## src/rtl/hazard_ctrl.sv

```systemverilog
// -----------------------------------------------------------------------------
// hazard_ctrl
//
// Pipeline hazard controller. Drives the stall/flush controls of the PC, IF/ID
// and ID/EX registers and the ID-stage forwarding selects that ID/EX latches
// with the instruction. Detects load-use hazards, taken redirects resolved in
// EX and the halt syscall; a two-state FSM freezes the pipeline on halt until
// a fresh rising edge on go.
//
// Optional feature: define HAZARD_STATS_EN to compile in the cycle/stall/flush
// performance counters. Without it the counter outputs are tied to zero.
//
// Ports:
//   clk, rst          clock, synchronous active-high reset
//   go                resume request (level; rising edge detected here)
//   ID_rs/ID_rt       source fields of the ID instruction, with use flags
//   EX_*              EX stage status (valid, write, load, dest, taken, halt)
//   MEM_*             MEM stage status (valid, write, dest)
//   PC_stall, IF_ID_stall, IF_ID_flush, ID_EX_stall, ID_EX_flush
//                     pipeline register controls (combinational)
//   R1_forward/R2_forward  00 regfile, 01 EX result, 10 MEM result
//   halted            FSM is in HALT
//   cycle_cnt, stall_cnt, flush_cnt   performance counters
// -----------------------------------------------------------------------------
module hazard_ctrl (
    input  logic        clk,
    input  logic        rst,
    input  logic        go,
    input  logic [4:0]  ID_rs,
    input  logic [4:0]  ID_rt,
    input  logic        ID_use_rs,
    input  logic        ID_use_rt,
    input  logic        EX_Effective,
    input  logic        EX_RegWrite,
    input  logic        EX_MemToReg,
    input  logic [4:0]  EX_Rd_no,
    input  logic        EX_taken,
    input  logic        EX_Syscall,
    input  logic        EX_halt,
    input  logic        MEM_Effective,
    input  logic        MEM_RegWrite,
    input  logic [4:0]  MEM_Rd_no,
    output logic        PC_stall,
    output logic        IF_ID_stall,
    output logic        IF_ID_flush,
    output logic        ID_EX_stall,
    output logic        ID_EX_flush,
    output logic [1:0]  R1_forward,
    output logic [1:0]  R2_forward,
    output logic        halted,
    output logic [31:0] cycle_cnt,
    output logic [31:0] stall_cnt,
    output logic [31:0] flush_cnt
);

    typedef enum logic {
        RUN  = 1'b0,
        HALT = 1'b1
    } state_t;

    state_t state_q, state_d;
    logic   go_q;
    logic   go_rise;

    logic ex_hit_rs, ex_hit_rt, mem_hit_rs, mem_hit_rt;
    logic load_use, redirect, halt_det;

    // EX has priority over MEM; no hit selects the register file.
    function automatic logic [1:0] fwd_sel(input logic ex_hit, input logic mem_hit);
        if (ex_hit)
            return 2'b01;
        else if (mem_hit)
            return 2'b10;
        else
            return 2'b00;
    endfunction

    assign go_rise = go & ~go_q;

    // Register 0 is hardwired, so a nonzero destination is part of every match.
    assign ex_hit_rs  = EX_Effective & EX_RegWrite & (EX_Rd_no != 5'd0)
                        & (EX_Rd_no == ID_rs) & ID_use_rs;
    assign ex_hit_rt  = EX_Effective & EX_RegWrite & (EX_Rd_no != 5'd0)
                        & (EX_Rd_no == ID_rt) & ID_use_rt;
    assign mem_hit_rs = MEM_Effective & MEM_RegWrite & (MEM_Rd_no != 5'd0)
                        & (MEM_Rd_no == ID_rs) & ID_use_rs;
    assign mem_hit_rt = MEM_Effective & MEM_RegWrite & (MEM_Rd_no != 5'd0)
                        & (MEM_Rd_no == ID_rt) & ID_use_rt;

    assign load_use = EX_MemToReg & (ex_hit_rs | ex_hit_rt);
    assign redirect = EX_taken & EX_Effective;
    assign halt_det = EX_Syscall & EX_halt & EX_Effective;

    always_comb begin
        state_d     = state_q;
        PC_stall    = 1'b0;
        IF_ID_stall = 1'b0;
        IF_ID_flush = 1'b0;
        ID_EX_stall = 1'b0;
        ID_EX_flush = 1'b0;
        R1_forward  = 2'b00;
        R2_forward  = 2'b00;
        halted      = 1'b0;

        if (rst) begin
            // Hold both pipeline registers empty while reset is asserted.
            IF_ID_flush = 1'b1;
            ID_EX_flush = 1'b1;
        end else begin
            R1_forward = fwd_sel(ex_hit_rs, mem_hit_rs);
            R2_forward = fwd_sel(ex_hit_rt, mem_hit_rt);
            case (state_q)
                RUN: begin
                    if (halt_det) begin
                        // Freeze fetch and let the syscall drain behind a bubble.
                        PC_stall    = 1'b1;
                        IF_ID_stall = 1'b1;
                        ID_EX_flush = 1'b1;
                        state_d     = HALT;
                    end else if (redirect) begin
                        // A redirect squashes the ID instruction, so any load-use
                        // hazard it carries is moot.
                        IF_ID_flush = 1'b1;
                        ID_EX_flush = 1'b1;
                    end else if (load_use) begin
                        PC_stall    = 1'b1;
                        IF_ID_stall = 1'b1;
                        ID_EX_flush = 1'b1;
                    end
                end
                HALT: begin
                    PC_stall    = 1'b1;
                    IF_ID_stall = 1'b1;
                    ID_EX_stall = 1'b1;
                    halted      = 1'b1;
                    if (go_rise)
                        state_d = RUN;
                end
                default: state_d = RUN;
            endcase
        end
    end

    // ---- state register boundary ----
    always_ff @(posedge clk) begin
        if (rst) begin
            state_q <= RUN;
            go_q    <= 1'b0;
        end else begin
            state_q <= state_d;
            go_q    <= go;
        end
    end

`ifdef HAZARD_STATS_EN
    logic        run_cyc;
    logic        stall_evt;
    logic        flush_evt;
    logic [31:0] cycle_cnt_q;
    logic [31:0] stall_cnt_q;
    logic [31:0] flush_cnt_q;

    assign run_cyc   = (state_q == RUN);
    assign stall_evt = run_cyc & ~halt_det & ~redirect & load_use;
    assign flush_evt = run_cyc & ~halt_det & redirect;

    // ---- counter register boundary ----
    always_ff @(posedge clk) begin
        if (rst) begin
            cycle_cnt_q <= 32'd0;
            stall_cnt_q <= 32'd0;
            flush_cnt_q <= 32'd0;
        end else if (run_cyc) begin
            cycle_cnt_q <= cycle_cnt_q + 32'd1;
            if (stall_evt)
                stall_cnt_q <= stall_cnt_q + 32'd1;
            if (flush_evt)
                flush_cnt_q <= flush_cnt_q + 32'd1;
        end
    end

    assign cycle_cnt = cycle_cnt_q;
    assign stall_cnt = stall_cnt_q;
    assign flush_cnt = flush_cnt_q;
`else
    assign cycle_cnt = 32'd0;
    assign stall_cnt = 32'd0;
    assign flush_cnt = 32'd0;
`endif

endmodule

```

## config.mk

```make
export PLATFORM = sky130hd
export DESIGN_NAME = hazard_ctrl
export DESIGN_NICKNAME = d
export VERILOG_FILES = /design/src/rtl/hazard_ctrl.sv
export SDC_FILE = /design/constraint.sdc
export NUM_CORES = 1
export LEC_CHECK = 0
export BUFFER_PORTS_ARGS = -buffer_cell sky130_fd_sc_hd__clkbuf_2
export CORE_AREA = 5 5 65 67
export DETAILED_ROUTE_END_ITERATION = 10
export DIE_AREA = 0 0 70 72
export PLACE_DENSITY = 0.77
export SLEW_MARGIN = 15
export SYNTH_ARGS = -nofsm -noshare
export SYNTH_HDL_FRONTEND = slang
export SYNTH_SLANG_ARGS = --single-unit
```

## constraint.sdc

```tcl
create_clock -name clk -period 1.7 [get_ports clk]
set_input_delay 0.17 -clock clk [delete_from_list [all_inputs] [get_ports clk]]
set_output_delay 0.17 -clock clk [all_outputs]
set_load 0.02 [all_outputs]
```

==> results by group <==
Status
  • Outcome: finished clean

Clock tree
  • Clock Tree Buf Depth: 2
  • Clock latency on the worst-skew pair: 220 ps
  • Num CTS Buffers: 3
  • Clk sinks: 2
  • Root Driver: clkbuf_4
  • Clock slew at the register clock pins of the worst setup and hold paths: 30 ps
  • TritonCTS clock tree: built
  • CTS hold repair buffers: 0
  • H-Tree Depth: 1

Synth
  • Cell taking the most area after synthesis: buf_4
  • Synthesis warning total: 0
  • Mapped Cells: 153
  • Post-synthesis sequential area ratio: 3.44%
  • Top-area cell type share of the netlist area: 63.3%
  • Synth unique cells: 25
  • Largest cells by area after synthesis: buf_4, xnor2_1, xor2_1
  • Post-Syn Area: 0.00116 mm^2
  • Syn Area/Cell: 7.60 um^2
  • Synthesized flop and latch total: 2

Timing
  • Final hold violations: 0
  • RSZ-0062 raised after global routing: true
  • Worst hold slack: 175 ps
  • Final setup vio count: 0
  • Max Transition Viols Final: 0
  • Crit share post-route: 95.6%
  • Setup Skew: 1.97 ps
  • Post-layout min period: 1630 ps
  • Fmax: 0.615 GHz

Power and ir drop
  • Max VDD drop: 0.000103 V
  • LEAKAGE: 0.000639 uW
  • Pwr dens: 443 mW/mm^2

Finish
  • Commonest non-fill, non-tap cells in the layout: conb_1, clkbuf_2, xnor2_1
  • Most common cell after layout, fill and taps aside: conb_1
  • Share of cells above drive strength 1: 28.6%
  • Antenna Cells: 0
  • Nets: 234
  • Final Cell Area: 0.00112 mm^2
  • Non-Filler Instances: 247
  • Syn-to-layout area delta: -3.88%

Setup path
  • R2r setup slk: 830 ps
  • Critical path endpoint: IF_ID_stall
  • WP buf/inv: 2
  • CP arrival: 1460 ps
  • Crit path launch: EX_Rd_no[1]
  • Worst EP required: 1530 ps
  • Cell chain of the critical path: clkbuf_2, or4_4, nor2_4, nor3_2, o21ai_2, a21oi_2, buf_2
  • Crit path largest cell delay: 540 ps
  • CP max FO: 4
  • Reg2reg end: state_q$_SDFF_PP0_
  • Critical path capture point type: output port
  • R2R cell count: 2
  • CP Launch Type: input port
  • RR Startpoint: state_q$_SDFF_PP0_
  • CP Class: in -> out
  • Crit path depth: 7
  • Slowest cell on crit path: or4_4
  • Top delay family on crit path: simple AND/OR/NAND/NOR gates

Place
  • PortBufs: 42
  • Area after DPL: 0.00107 mm^2
  • Post-detail-place hpwl: 2390 um
  • Cells after DPL: 242
  • GP Congestion: 0.789

Global routing
  • GRT overflow: 0
  • Vias in the first global route: 744
  • Tot GR Track Use: 8.16%
  • First-pass GRT wire length: 3260 um
  • Initial antenna violation count: 0
  • Largest net degree at the start of global routing: 9

Detailed routing
  • Pre-antenna DRT Iters: 2
  • Via-per-instance ratio: 3.42
  • WL/cell: 10.2 um
  • Total number of vias: 845
  • Initial DRC count: 3
  • Final ANT Viol Nets: 0
  • # DRC: 0
  • Final wirelength: 2520 um

Floorplan
  • Die area: 0.00504 mm^2
  • Number of placement rows: 22
  • Ports: 139
  • Die X: 70 um
  • Initial Util: 32.5%
  • Core ar.: 0.00358 mm^2
  • Die height: 72 um

Run
  • Max-cap check violation count: 0

Hold path
  • Hold Path Class: in -> reg
  • Hold path startpoint: go
-- sequential cells by signal (all words and copies together) (netlist names) --
name     cells
go_q         1
state_q      1
-- cell families after synthesis --
family                 Yosys count  share of synthesized area (%)
XOR/XNOR                        20                           15.1
buffers and inverters           99                           63.6
AO/OA/AOI/OAI                    8                           4.52
flip-flops                       2                           3.44
AND/OR/NAND/NOR                 23                           13.0
other                            1                          0.323
-- stage by stage --
| stage | total power, uW | setup TNS [ps] | worst slack (ps) | utilization, % |
|---|---|---|---|---|
| after floorplan | 476 | 0 | 109 | - |
| after global placement | 379 | 0 | 40.0 | 29.9 |
| after detailed placement | 383 | 0 | 31.9 | 29.9 |
| after CTS | 493 | 0 | 30.3 | 30.5 |
| after global routing | 533 | -21.6 | -12.5 | 31.2 |
| final | 495 | 0 | 74.3 | 31.2 |
-- what timing repair did --
| action | 4_1_cts | 5_1_grt |
|---|---|---|
| buffers inserted | 0 | 2 |
| gates resized for setup | 0 | 6 |
| endpoints found under the setup margin | 0 | 3 |
-- where the power goes --
group / internal, uW / switching [uW]
clock network: 77.8 / 25.8
logic: 72.9 / 266
registers: 49.9 / 1.89
-- area by class of cell --
| cell class | count | area [um^2] |
|---|---|---|
| Sequential cell | 2 | 40.0 |
| Fill cell | 422 | 2460 |
| Tap cell | 48 | 60.1 |
| Multi-Input combinational cell | 147 | 748 |
| Clock buffer | 3 | 22.5 |
| Timing Repair Buffer | 46 | 243 |
| Inverter | 1 | 3.75 |
-- Yosys cell counts --
cell	number
nor2_1	2
a31o_2	1
o21ai_2	1
nor2_4	1
nor4_1	4
o21ai_1	1
xor2_1	8
nor2b_1	2
nand4_1	4
buf_4	98
nor3_1	2
nor3b_1	1
nor3_2	2
dfxtp_1	2
conb_1	1
o21ai_0	1
a21oi_1	2
or4_4	1
a311oi_1	1
nand3_1	2
nand2_1	1
or4_1	1
a31oi_1	1
xnor2_1	12
inv_1	1
-- worst min-delay path by stage --
stage	cells after the start	to
after floorplan	1	go_q$_SDFF_PP0_
after global placement	2	state_q$_SDFF_PP0_
after detailed placement	2	state_q$_SDFF_PP0_
after CTS	2	state_q$_SDFF_PP0_
after global routing	2	state_q$_SDFF_PP0_
final	2	state_q$_SDFF_PP0_
-- per-layer routing --
| layer | routed length [um] | vias to the layer above | global-route usage [%] |
|---|---|---|---|
| met1 | 776 | 364 | 8.57 |
| met4 | 48 | 0 | 4.89 |
| met5 | 0 | - | 0 |
| met3 | 388 | 4 | 2.49 |
| met2 | 1310 | 81 | 14.4 |
| li1 | - | 396 | - |
No activity file was read; power rests on OpenSTA's default activity.
